File: src/rtl/bit32_mux_arbiter.sv
// rtl/bit32_mux_arbiter.sv - two-source round-robin packet arbiter driving a registered 32-bit 2:1 mux
// Optional feature macro: MUX_ARB_STATS_EN adds saturating per-source grant counters.
module bit32_mux_arbiter #(
    parameter int WIDTH     = 32,
    parameter int MAX_BURST = 8
`ifdef MUX_ARB_STATS_EN
    ,
    parameter int CNT_W     = 16
`endif
) (
    input  logic             clk,
    input  logic             reset,
    input  logic             in1_valid,
    input  logic [WIDTH-1:0] in1_data,
    input  logic             in1_last,
    output logic             in1_ready,
    input  logic             in2_valid,
    input  logic [WIDTH-1:0] in2_data,
    input  logic             in2_last,
    output logic             in2_ready,
    output logic             out_valid,
    output logic [WIDTH-1:0] out_data,
    output logic             out_last,
    input  logic             out_ready,
    output logic             sel,
    output logic             busy
`ifdef MUX_ARB_STATS_EN
    ,
    output logic [CNT_W-1:0] grant1_cnt,
    output logic [CNT_W-1:0] grant2_cnt
`endif
);

    localparam int BW = (MAX_BURST > 1) ? $clog2(MAX_BURST + 1) : 1;

    typedef enum logic [1:0] {
        S_IDLE = 2'd0,
        S_OWN1 = 2'd1,
        S_OWN2 = 2'd2
    } state_t;

    state_t           state_q;
    logic             sel_q;
    logic             busy_q;
    logic             prio_q;
    logic [BW-1:0]    beat_cnt_q;
    logic             out_valid_q;
    logic [WIDTH-1:0] out_data_q;
    logic             out_last_q;

    logic             ld;
    logic             acc;
    logic             cur_last;
    logic [WIDTH-1:0] cur_data;
    logic             other_valid;
    logic             burst_hit;
    logic             rel;
    logic             go1;
    logic             go2;
    logic             go_idle;

    // Ready follows out_ready combinationally so a draining output can refill every cycle.
    always_comb begin
        ld          = !out_valid_q || out_ready;
        in1_ready   = (state_q == S_OWN1) && ld;
        in2_ready   = (state_q == S_OWN2) && ld;
        acc         = (in1_valid && in1_ready) || (in2_valid && in2_ready);
        cur_last    = sel_q ? in2_last : in1_last;
        cur_data    = sel_q ? in2_data : in1_data;
        other_valid = sel_q ? in1_valid : in2_valid;
        burst_hit   = (beat_cnt_q == BW'(MAX_BURST - 1));
        rel         = acc && (cur_last || (burst_hit && other_valid));
        go1 = ((state_q == S_IDLE) && in1_valid && (!in2_valid || !prio_q)) ||
              ((state_q == S_OWN2) && rel && in1_valid);
        go2 = ((state_q == S_IDLE) && in2_valid && (!in1_valid || prio_q)) ||
              ((state_q == S_OWN1) && rel && in2_valid);
        go_idle = rel && !other_valid;
    end

    always_ff @(posedge clk) begin
        if (reset) begin
            state_q    <= S_IDLE;
            sel_q      <= 1'b0;
            busy_q     <= 1'b0;
            prio_q     <= 1'b0;
            beat_cnt_q <= '0;
        end else begin
            if (rel) begin
                prio_q <= !sel_q;
            end
            if (go1) begin
                state_q    <= S_OWN1;
                sel_q      <= 1'b0;
                busy_q     <= 1'b1;
                beat_cnt_q <= '0;
            end else if (go2) begin
                state_q    <= S_OWN2;
                sel_q      <= 1'b1;
                busy_q     <= 1'b1;
                beat_cnt_q <= '0;
            end else if (go_idle) begin
                state_q    <= S_IDLE;
                sel_q      <= 1'b0;
                busy_q     <= 1'b0;
                beat_cnt_q <= '0;
            end else if (acc && !burst_hit) begin
                // A burst-limit hit with the other side idle keeps the grant and pins the count.
                beat_cnt_q <= beat_cnt_q + BW'(1);
            end
        end
    end

    always_ff @(posedge clk) begin
        if (reset) begin
            out_valid_q <= 1'b0;
            out_data_q  <= '0;
            out_last_q  <= 1'b0;
        end else if (ld) begin
            out_valid_q <= acc;
            if (acc) begin
                out_data_q <= cur_data;
                out_last_q <= cur_last;
            end
        end
    end

`ifdef MUX_ARB_STATS_EN
    logic [CNT_W-1:0] grant1_cnt_q;
    logic [CNT_W-1:0] grant2_cnt_q;

    always_ff @(posedge clk) begin
        if (reset) begin
            grant1_cnt_q <= '0;
            grant2_cnt_q <= '0;
        end else begin
            if (go1 && !(&grant1_cnt_q)) begin
                grant1_cnt_q <= grant1_cnt_q + CNT_W'(1);
            end
            if (go2 && !(&grant2_cnt_q)) begin
                grant2_cnt_q <= grant2_cnt_q + CNT_W'(1);
            end
        end
    end

    assign grant1_cnt = grant1_cnt_q;
    assign grant2_cnt = grant2_cnt_q;
`endif

    assign out_valid = out_valid_q;
    assign out_data  = out_data_q;
    assign out_last  = out_last_q;
    assign sel       = sel_q;
    assign busy      = busy_q;

endmodule

File: config.mk
export PLATFORM = sky130hd
export DESIGN_NAME = bit32_mux_arbiter
export DESIGN_NICKNAME = d
export VERILOG_FILES = /design/src/rtl/bit32_mux_arbiter.sv
export SDC_FILE = /design/constraint.sdc
export NUM_CORES = 1
export LEC_CHECK = 0
export CAP_MARGIN = 5
export CORE_ASPECT_RATIO = 2
export CORE_MARGIN = 5
export CORE_UTILIZATION = 42
export DETAILED_ROUTE_END_ITERATION = 16
export HOLD_SLACK_MARGIN = 0.05
export PLACE_DENSITY = 0.83
export REMOVE_ABC_BUFFERS = 1
export SLEW_MARGIN = 15
export SYNTH_ARGS = -nofsm -noshare
export SYNTH_HDL_FRONTEND = slang
export SYNTH_SLANG_ARGS = --single-unit
File: constraint.sdc
create_clock -name clk -period 2.8 [get_ports clk]
set_clock_uncertainty 0.15 [all_clocks]
set_input_delay 0.84 -clock clk [delete_from_list [all_inputs] [get_ports clk]]
set_output_delay 0.84 -clock clk [all_outputs]
set_load 0.1 [all_outputs]
==> summary.txt, run 1 <==
Run status
  • Outcome: completed

Setup path
  • CP max stage cell: nor2b_2
  • Crit Path Max Fanout: 4
  • Cells along the critical path: dlymetal6s2s_1, nor2b_2, nor3_1, buf_4, buf_12
  • Reg2reg start: state_q[1]
  • Critical setup path kind: input pin to primary output
  • CP required: 1.81 ns
  • CP Launch Point: out_ready
  • CP arrival: 1.51 ns
  • CP endpoint kind: primary output
  • Crit path largest cell delay: between 0.15 and 0.2 ns
  • Buf/Inv on CP: 3
  • Worst setup SP type: input pin
  • Family with the most delay on the worst path: buffers and inverters

Run
  • Max-cap violations: 0

Synth
  • Most common flop cell mapped by yosys: dfxtp_1
  • Top cells by area, synth: dfxtp_1 (42%), mux2i_1 (17%), a211oi_1 (13%)
  • Synth area leader: dfxtp_1
  • Most instantiated library cell after synthesis: dfxtp_1
  • Top cell type's share of synthesized area: 42.4%
  • Synthesized area: approximately 2000 µm²
  • Flops & latches, synth: 42
  • Yosys cell types: 38
  • Avg Inst Size Synth: approximately 9.4 µm²
  • Async set-or-reset flop fraction in the synthesized netlist: 0%
  • Syn. warnings: 0
  • Top cells by count, synth: dfxtp_1 (42), nor2_1 (40), a211oi_1 (35), mux2i_1 (34), clkbuf_1 (12)
  • Register area share after synthesis: 42.4%
  • Post-synth EDFFs: 0
  • Post-Syn Instances: ~210

Layout
  • ANT cells: 0
  • Area growth syn-to-layout: 64.6%
  • Final Cell Area: approximately 3300 µm²
  • Fin nets: between 300 and 400
  • Fill cells: between 300 and 400
  • Share of layout cells above drive strength 1: 20.9%

Clocking
  • Clk sink count: 42
  • Skew-Pair Late Insertion Delay: slightly below 0.3 ns
  • CTS clk-pin slew, worst paths: around 0.080 ns
  • Hold_buf cts: 0
  • H-tree levels: 2
  • CTS tree: built
  • Clock Path Buffers: 2
  • Root Buffer Master: clkbuf_8
  • Total CTS buffers: 5

Floorplanning
  • Die H: around 110 µm
  • Die Footprint: 6280 µm²
  • # IOs: 109
  • # rows: 35
  • Placeable Area: roughly 4600 µm²
  • Die width: approximately 60 µm
  • Starting Density: around 43%

STA
  • Final period util: just under 90%
  • Worst Slack Setup Final: 0.299 ns
  • Final slew viol count: 0
  • Final hold viol count: 0
  • Final setup fails: 0
  • Fmax: between 300 and 400 MHz
  • Tmin final: between 2 and 3 ns
  • RSZ-0062 raised after global routing: false
  • Relative slew slack: roughly three fifths
  • Actual slew at the worst max-slew pin: 0.602 ns

GRT
  • Total Routing Usage GR: a little under a fifth
  • Total congestion overflow: 0
  • First-pass GRT wire length: between 9000 and 10000 µm
  • Largest net degree at the start of global routing: 33
  • Number of antenna violations at the first check in global routing: 0
  • Vias in the first global route: 1921

Routing
  • WL final: about 6000 µm
  • Detail Route Antenna Nets: 0
  • Detailed Routing Iterations Pass 1: 4
  • Vias per std cell: approximately 5.3
  • Vias: ~2.0k
  • Iter 0 DRT Violations: 60
  • WL/cell: approximately 16 µm
  • DRC violations left: 0

Pwr
  • Maximum vdd drop: between 600 and 700 µV
  • Leakage power: 1.27 nW
  • PD cells: around 740 nW/µm²

Worst hold path
  • Worst hold path startpoint: out_data[8]
  • Hold Path Class: flop to flop

Placed design
  • Pre-CTS setup slack: -0.0476 ns
  • DP HPWL: between 4000 and 5000 µm
  • Port Buffer Count: about 110
  • Dpl cell area: 3150 µm²
  • Final Wtd Congestion: between 0.7 and 0.8
[layout by cell type (no fill, tap or decap), types with 2 or more instances in the layout]
cell,n
mux2i_1,34
buf_4,48
nor2_1,40
clkdlybuf4s50_1,69
dfxtp_1,41
clkinv_2,2
o21ai_0,2
o31a_1,2
o311a_1,2
a211oi_1,35
nor3_1,4
clkbuf_8,5
inv_1,4
nand3_1,4
a21oi_1,3
buf_12,5
[what timing repair did]
item | in CTS | in global routing
buffers inserted | 0 | 1
resized for setup | 1 | 1
pin swaps | 0 | 1
setup endpoints to repair | 1 | 2
[cells by family (layout without fill, tap and decap cells)]
| family | after synthesis | in the layout | synth area share (%) |
|---|---|---|---|
| AO/OA/AOI/OAI | 55 | 55 | 21.3 |
| multiplexers | 35 | 35 | 17.7 |
| XOR/XNOR | 1 | 1 | 0.441 |
| adder cells (fa/ha/maj) | 1 | 1 | 0.630 |
| buffers and inverters | 20 | 135 | 4.29 |
| AND/OR/NAND/NOR | 57 | 57 | 13.2 |
| flip-flops | 42 | 42 | 42.4 |
[power breakdown]
group          internal [mW]  total (mW)  switching (mW)
combinational          0.367        1.21           0.840
clock                  0.263       0.468           0.206
sequential             0.680       0.730          0.0500
[worst reg2reg max path, cell delays in order, from the launching register on]
cell	delay, ns
dfxtp_2	0.45
mux2_2	0.39
a21boi_0	0.30
o21ai_1	0.24
o31a_1	0.33
[per-stage QoR]
step	setup TNS [ns]	instances	util (%)	hold WS (ns)	total power, mW
after detailed placement	-0.0476	372	68.4	0.343	1.95
final	0	381	71.0	0.350	2.41
after global placement	-0.0293	372	68.4	0.337	1.94
after CTS	0	380	70.8	0.354	2.42
after floorplan	-75.28	195	-	0.350	1.60
after global routing	0	381	71.0	0.375	2.51
[worst paths after layout]
check	end	slack, ns	cells past startpoint
setup / recovery	in1_ready	0.30	5
setup reg to reg	busy	0.83	4
hold / removal	out_data[8]	0.35	2
hold reg to reg	out_data[8]	0.35	2
[metal layers]
layer / wire [µm] / global-route usage, %
met1: 1930 / 17.8
met3: 251 / 3.01
met2: 3680 / 38.6
met5: 0 / 0
met4: 124 / 6.97
[cell type report]
class                           instances  area, µm²  area share, %
Clock inverter                          3       40.0           1.23
Sequential cell                        42        842           25.8
Inverter                                4       15.0          0.460
Multi-Input combinational cell        149       1070           32.7
Tap cell                               55       68.8           2.11
Clock buffer                            5       68.8           2.11
Timing Repair Buffer                  123       1160           35.6
[registers in the layout, indices dropped and copies added (netlist names)]
signal      count
out_valid       1
out_last        1
beat_cnt_q      4
busy            1
out_data       32
prio_q          1
state_q         2
(Power assumes the default switching activity.)
==> run 2: changes to the inputs <==
Settings changed: CORE_UTILIZATION 42 to 35, CTS_CLUSTER_SIZE from default to 30, PLACE_DENSITY 0.83 to 0.74.
Clock period 2.8 ns to 2.2 ns, I/O delays scaled along.
==> run 2 against run 1 <==
Critical path depth down 1. Critical endpoint unchanged. Die area rose by 17%. Utilization down 0.52 points. Combinational power up 55%. Sequential power up 35%. Setup slack got worse by 0.27 ns. Final area rose by 18%. Largest power group unchanged. Register-to-register slack lost 0.53 ns. Clock power rose by 8.8%. Cell count rose by 3.9%.
==> summary.txt, run 2 (synthesized netlist as in run 1, its figures left out) <==
Clocking
  • CTS clk-pin slew, worst paths: 0.08 ns (about the same)
  • Total CTS buffers: 5 (unchanged)
  • Skew-Pair Late Insertion Delay: 0.28 ns (was 0.29 ns)
  • CTS tree: built (unchanged)
  • Root Buffer Master: clkbuf_8 (unchanged)
  • H-tree levels: 2 (unchanged)
  • Clk sink count: 42 (unchanged)
  • Clock Path Buffers: 2 (unchanged)

Pwr
  • Sequential fraction of design power: 29.2% (was 30.3%)
  • Internal power: 1.89 mW (was 1.31 mW)
  • Maximum vdd drop: 742 µV (was 602 µV)
  • Sw Ratio: 43.9% (was 45.6%)
  • Leakage power: 1.45 nW (was 1.27 nW)
  • Clock power frac: 15.1% (was 19.5%)
  • Sw Pwr: 1.48 mW (was 1.10 mW)
  • Comb power frac: 55.6% (was 50.2%)
  • PD cells: 872 nW/µm² (was 736 nW/µm²)

Setup path
  • Worst setup SP type: input pin (unchanged)
  • Critical setup path kind: input pin to primary output (unchanged)
  • CP endpoint kind: primary output (unchanged)
  • CP arrival: 1.36 ns (was 1.51 ns)
  • Crit Path Max Fanout: 3 (was 4)
  • Worst R2R Setup Slack: 0.30 ns (was 0.83 ns)
  • CP required: 1.39 ns (was 1.81 ns)

Routing
  • WL final: 6760 µm (was 5980 µm)
  • DRC violations left: 0 (unchanged)
  • WL/cell: 17.1 µm (was 15.7 µm)
  • Detailed Routing Iterations Pass 1: 4 (unchanged)
  • Detail Route Antenna Nets: 0 (unchanged)
  • Vias per std cell: 5.19 (was 5.28)
  • Vias: 2054 (was 2011)
  • Iter 0 DRT Violations: 74 (was 60)

GRT
  • Largest net degree at the start of global routing: 21 (was 33)
  • Total congestion overflow: 0 (unchanged)
  • Number of antenna violations at the first check in global routing: 0 (unchanged)
  • Total Routing Usage GR: 17.9% (was 19.0%)
  • Vias in the first global route: 2140 (was 1921)
  • First-pass GRT wire length: 10400 µm (was 9070 µm)

Layout
  • Most frequent cells in the layout: clkdlybuf4s50_1 (67), dfxtp_1 (41), nor2_1 (40), buf_12 (40) (was clkdlybuf4s50_1 (69), buf_4 (48), dfxtp_1 (41))
  • Area growth syn-to-layout: 94.3% (was 64.6%)
  • Fill cells: 410 (was 351)
  • Fin nets: 407 (was 397)
  • Final Cell Area: 3860 µm² (was 3270 µm²)
  • Commonest non-fill, non-tap cell in the layout: clkdlybuf4s50_1 (unchanged)
  • Max reg flops: 32 (unchanged)
  • Share of layout cells above drive strength 1: 24.7% (was 20.9%)
  • ANT cells: 0 (unchanged)

STA
  • Final setup fails: 0 (unchanged)
  • Final hold viol count: 0 (unchanged)
  • Relative slew slack: 74.1% (was 58.8%)
  • Final period util: 98.6%
  • Fmax: 461 MHz
  • Hold_ws: 0.382 ns (was 0.350 ns)
  • Tmin final: around 2.2 ns
  • Setup TNS: 0 ns (unchanged)
  • Final slew viol count: 0 (unchanged)
  • RSZ-0062 raised after global routing: false (unchanged)
  • Actual slew at the worst max-slew pin: 0.379 ns (was 0.602 ns)

Floorplanning
  • # rows: 38 (was 35)
  • Die Footprint: 7370 µm² (was 6280 µm²)
  • Die width: 63.2 µm (was 58.6 µm)
  • Die H: 116 µm (was 107 µm)
  • Placeable Area: 5470 µm² (was 4600 µm²)
  • Starting Density: 36.3% (was 43.2%)
  • # IOs: 109 (unchanged)

Run status
  • Outcome: completed (unchanged)

Worst hold path
  • Hold Path Class: flop to flop (unchanged)

Placed design
  • Dpl cell area: 3630 µm² (was 3150 µm²)
  • Final Wtd Congestion: 0.882 (was 0.762)
  • DP HPWL: 5270 µm (was 4810 µm)
  • Port Buffer Count: 108 (unchanged)

Run
  • Max-cap violations: 0 (unchanged)
[run 2: changes by cell type in the layout (fill, tap and decap cells not counted), moves of 2 or more]
cell             delta
a211oi_2            +2
buf_4              -28
clkdlybuf4s50_1     -2
buf_12             +35
a211oi_1            -2
bufbuf_16           +2
[run 2: power by group through the flow]
stage	clock network, mW	registers, mW	logic, mW
after floorplan	0	1.66	0.368
after global placement	0	0.994	1.78
after detailed placement	0	1.00	1.80
after CTS	0.527	0.983	1.87
after global routing	0.549	0.997	1.94
final	0.509	0.984	1.87
[run 2: cell type report]
class / count / area, µm² / area share [%]
clock buffer: 6 / 82.6 / 2.14
sequential: 42 / 842 / 21.8
tap: 60 / 75.1 / 1.95
inverter: 4 / 15.0 / 0.389
clock inverter: 2 / 12.5 / 0.324
multi-input combinational: 149 / 1100 / 28.5
timing repair buffer: 133 / 1730 / 44.8
[run 2: final timing paths]
path,from,to,cells past startpoint
max reg2reg,state_q[1],beat_cnt_q[2],4
min reg2reg,beat_cnt_q[3],beat_cnt_q[3],2
min,beat_cnt_q[3],beat_cnt_q[3],2
max,out_ready,in1_ready,4
[run 2: what timing repair did]
item,CTS,global route
buffers inserted,4,0
endpoints found under the hold margin,0,0
hold buffers,0,0
pin swaps,3,0
resized for setup,8,5
endpoints found under the setup margin,42,38
cloned,2,0
[run 2: stage by stage]
stage,power [mW],utilization (%),setup WS [ns],cells
6_report,3.36,70.5,0.0310,396
4_1_cts,3.38,70.1,0.00420,396
3_5_place_dp,2.80,66.5,-0.380,383
5_1_grt,3.49,70.5,0.0109,396
2_1_floorplan,2.03,-,-2.55,195
3_3_place_gp,2.78,66.5,-0.315,383
[run 2: layer usage]
metal	global-route usage, %	vias up	routed length (µm)
li1	-	1026	-
met5	0	-	0
met2	36.8	49	4140
met1	16.1	962	2150
met4	9.15	0	238
met3	3.08	17	242
[run 2: critical path: stages]
cell	delay (ns)
clkdlybuf4s15_1	0.18
nor2b_2	0.06
nor3_2	0.24
buf_12	0.21
==> run 3: changes to the inputs <==
Settings changed: SETUP_SLACK_MARGIN from default to 0.4.
==> run 3 against run 2 <==
Die area unchanged. Sequential power is 0.8% higher. Setup slack improved by 0.11 ns. Via count up 18%. Critical endpoint is now state_q[1]. Highest routed layer unchanged.
==> summary.txt, run 3 (synthesized netlist as in run 1, its figures left out) <==
Floorplanning
  • # rows: 38 (unchanged)
  • Placeable Area: 5470 µm² (unchanged)
  • Starting Density: 36.3% (unchanged)
  • Die Footprint: 7370 µm² (unchanged)
  • # IOs: 109 (unchanged)
  • Die H: 116 µm (unchanged)
  • Die width: 63.2 µm (unchanged)

STA
  • Final slew viol count: 0 (unchanged)
  • Fmax: 487 MHz (was 461 MHz)
  • Tmin final: 2.05 ns (was 2.17 ns)
  • Final setup fails: 0 (unchanged)
  • Final hold viol count: 0 (unchanged)
  • Actual slew at the worst max-slew pin: 0.650 ns (was 0.379 ns)
  • RSZ-0062 raised after global routing: true (was false)
  • Relative slew slack: 55.6% (was 74.1%)
  • Final period util: 93.4% (was 98.6%)

Setup path
  • Worst R2R Setup Slack: 0.15 ns (was 0.30 ns)
  • CP endpoint kind: flop (was primary output)
  • CP Launch Point: state_q[1] (was out_ready)
  • Reg2reg start: state_q[1] (unchanged)
  • Worst setup path endpoint: state_q[1] (was in1_ready)
  • CP required: 2.23 ns (was 1.39 ns)
  • Worst setup SP type: flop (was input pin)
  • Crit Path Max Fanout: 13 (was 3)
  • Worst r2r dst: state_q[1] (was beat_cnt_q[2])
  • CP arrival: 2.09 ns (was 1.36 ns)
  • Critical setup path kind: flop to flop (was input pin to primary output)
  • Reg2Reg Depth: 7 (was 4)

Clocking
  • Clk sink count: 42 (unchanged)
  • Root Buffer Master: clkbuf_8 (unchanged)
  • CTS tree: built (unchanged)
  • H-tree levels: 2 (unchanged)
  • Hold_buf cts: 0 (unchanged)
  • Total CTS buffers: 5 (unchanged)
  • CTS clk-pin slew, worst paths: 0.08 ns (about the same)
  • Clock Path Buffers: 2 (unchanged)
  • Skew-Pair Late Insertion Delay: 0.29 ns (was 0.28 ns)

Layout
  • Area growth syn-to-layout: 133% (was 94.3%)
  • Final Cell Area: 4620 µm² (was 3860 µm²)
  • Final Util: 84.5% (was 70.5%)
  • Max reg flops: 32 (unchanged)
  • Commonest non-fill, non-tap cell in the layout: clkdlybuf4s50_1 (unchanged)
  • ANT cells: 0 (unchanged)
  • Most frequent cells in the layout: clkdlybuf4s50_1 (65), buf_12 (44), dfxtp_1 (39) (was clkdlybuf4s50_1 (67), dfxtp_1 (41), nor2_1 (40), buf_12 (40))
  • Fin nets: 441 (was 407)
  • Share of layout cells above drive strength 1: 47.0% (was 24.7%)

Worst hold path
  • Hold Path Class: flop to flop (unchanged)
  • Worst hold path startpoint: out_data[0] (was beat_cnt_q[3])

GRT
  • Total Routing Usage GR: 20.7% (was 17.9%)
  • Number of antenna violations at the first check in global routing: 0 (unchanged)
  • Largest net degree at the start of global routing: 21 (unchanged)
  • Total congestion overflow: 0 (unchanged)
  • Vias in the first global route: 2332 (was 2140)
  • First-pass GRT wire length: 11800 µm (was 10400 µm)

Routing
  • Detail Route Antenna Nets: 0 (unchanged)
  • Vias: 2421 (was 2054)
  • DRC violations left: 0 (unchanged)
  • Vias per std cell: 5.63 (was 5.19)
  • WL/cell: 21.7 µm (was 17.1 µm)
  • Iter 0 DRT Violations: 106 (was 74)
  • Detailed Routing Iterations Pass 1: 4 (unchanged)
  • WL final: 9330 µm (was 6760 µm)

Placed design
  • Port Buffer Count: 108 (unchanged)
  • Dpl cell area: 3630 µm² (unchanged)
  • Final Wtd Congestion: 0.882 (unchanged)
  • DP HPWL: 5270 µm (unchanged)

Run
  • Max-cap violations: 0 (unchanged)

Pwr
  • Maximum vdd drop: 787 µV (was 742 µV)
  • Leakage power: 1.73 nW (was 1.45 nW)
  • PD cells: 831 nW/µm² (was 872 nW/µm²)

Run status
  • Outcome: completed (unchanged)
## run 3: changes by cell type in the layout (fill, tap and decap cells not counted), moves of 3 or more
cell	delta
a211oi_1	-33
a211oi_2	+32
buf_12	+4
buf_16	+5
buf_4	+8
buf_6	+16
nor2_1	-4
nor2_2	+3
nor3_1	-3
nor3_2	+3
## run 3: repair_timing
item | in CTS | in global routing
gates resized for setup | 67 | 49
endpoints found under the setup margin | 45 | 45
pin swaps | 25 | 26
buffers inserted | 19 | 13
gates cloned | 6 | 1
## run 3: metal layers
metal | global-route usage [%] | vias to the layer above | share of wire (%)
li1 | - | 1097 | -
met1 | 17.9 | 1213 | 31
met2 | 44.1 | 83 | 62
met3 | 3.37 | 28 | 3.6
met4 | 8.46 | 0 | 3.6
met5 | 0 | - | 0
## run 3: area by class of cell
cell class,instances,area [µm²]
Timing Repair Buffer,167,2190
Multi-Input combinational cell,149,1400
Sequential cell,42,850
Fill cell,268,850
Clock buffer,6,82.6
Tap cell,60,75.1
Inverter,4,15.0
Clock inverter,2,12.5
## run 3: worst min-delay path by stage
stage                          to  cells after the start
floorplan           beat_cnt_q[3]                      2
global placement    beat_cnt_q[3]                      2
detailed placement  beat_cnt_q[3]                      2
CTS                  out_data[16]                      2
global route          out_data[0]                      2
finish                out_data[0]                      2
## run 3: power breakdown
part           switching [mW]  internal [mW]
Sequential              0.125          0.868
Combinational            1.31           1.01
Clock                   0.271          0.252
Total                    1.70           2.13
## run 3: worst max-delay path, cell delays in order, from the launching register on
cell	delay [ns]
dfxtp_4	0.39
buf_8	0.14
buf_12	0.12
buf_8	0.15
a2111oi_0	0.59
buf_4	0.23
a41oi_2	0.04
o311a_1	0.13
## run 3: stage by stage
step	total power [mW]	TNS (ns)	cells	worst slack, ns	hold slack (ns)
after floorplan	2.03	-101.74	195	-2.55	0.350
after global placement	2.78	-12.34	383	-0.315	0.362
after detailed placement	2.80	-14.54	383	-0.380	0.374
after CTS	3.62	0	416	0.151	0.383
after global routing	3.96	0	430	0.0694	0.429
final	3.84	0	430	0.145	0.412
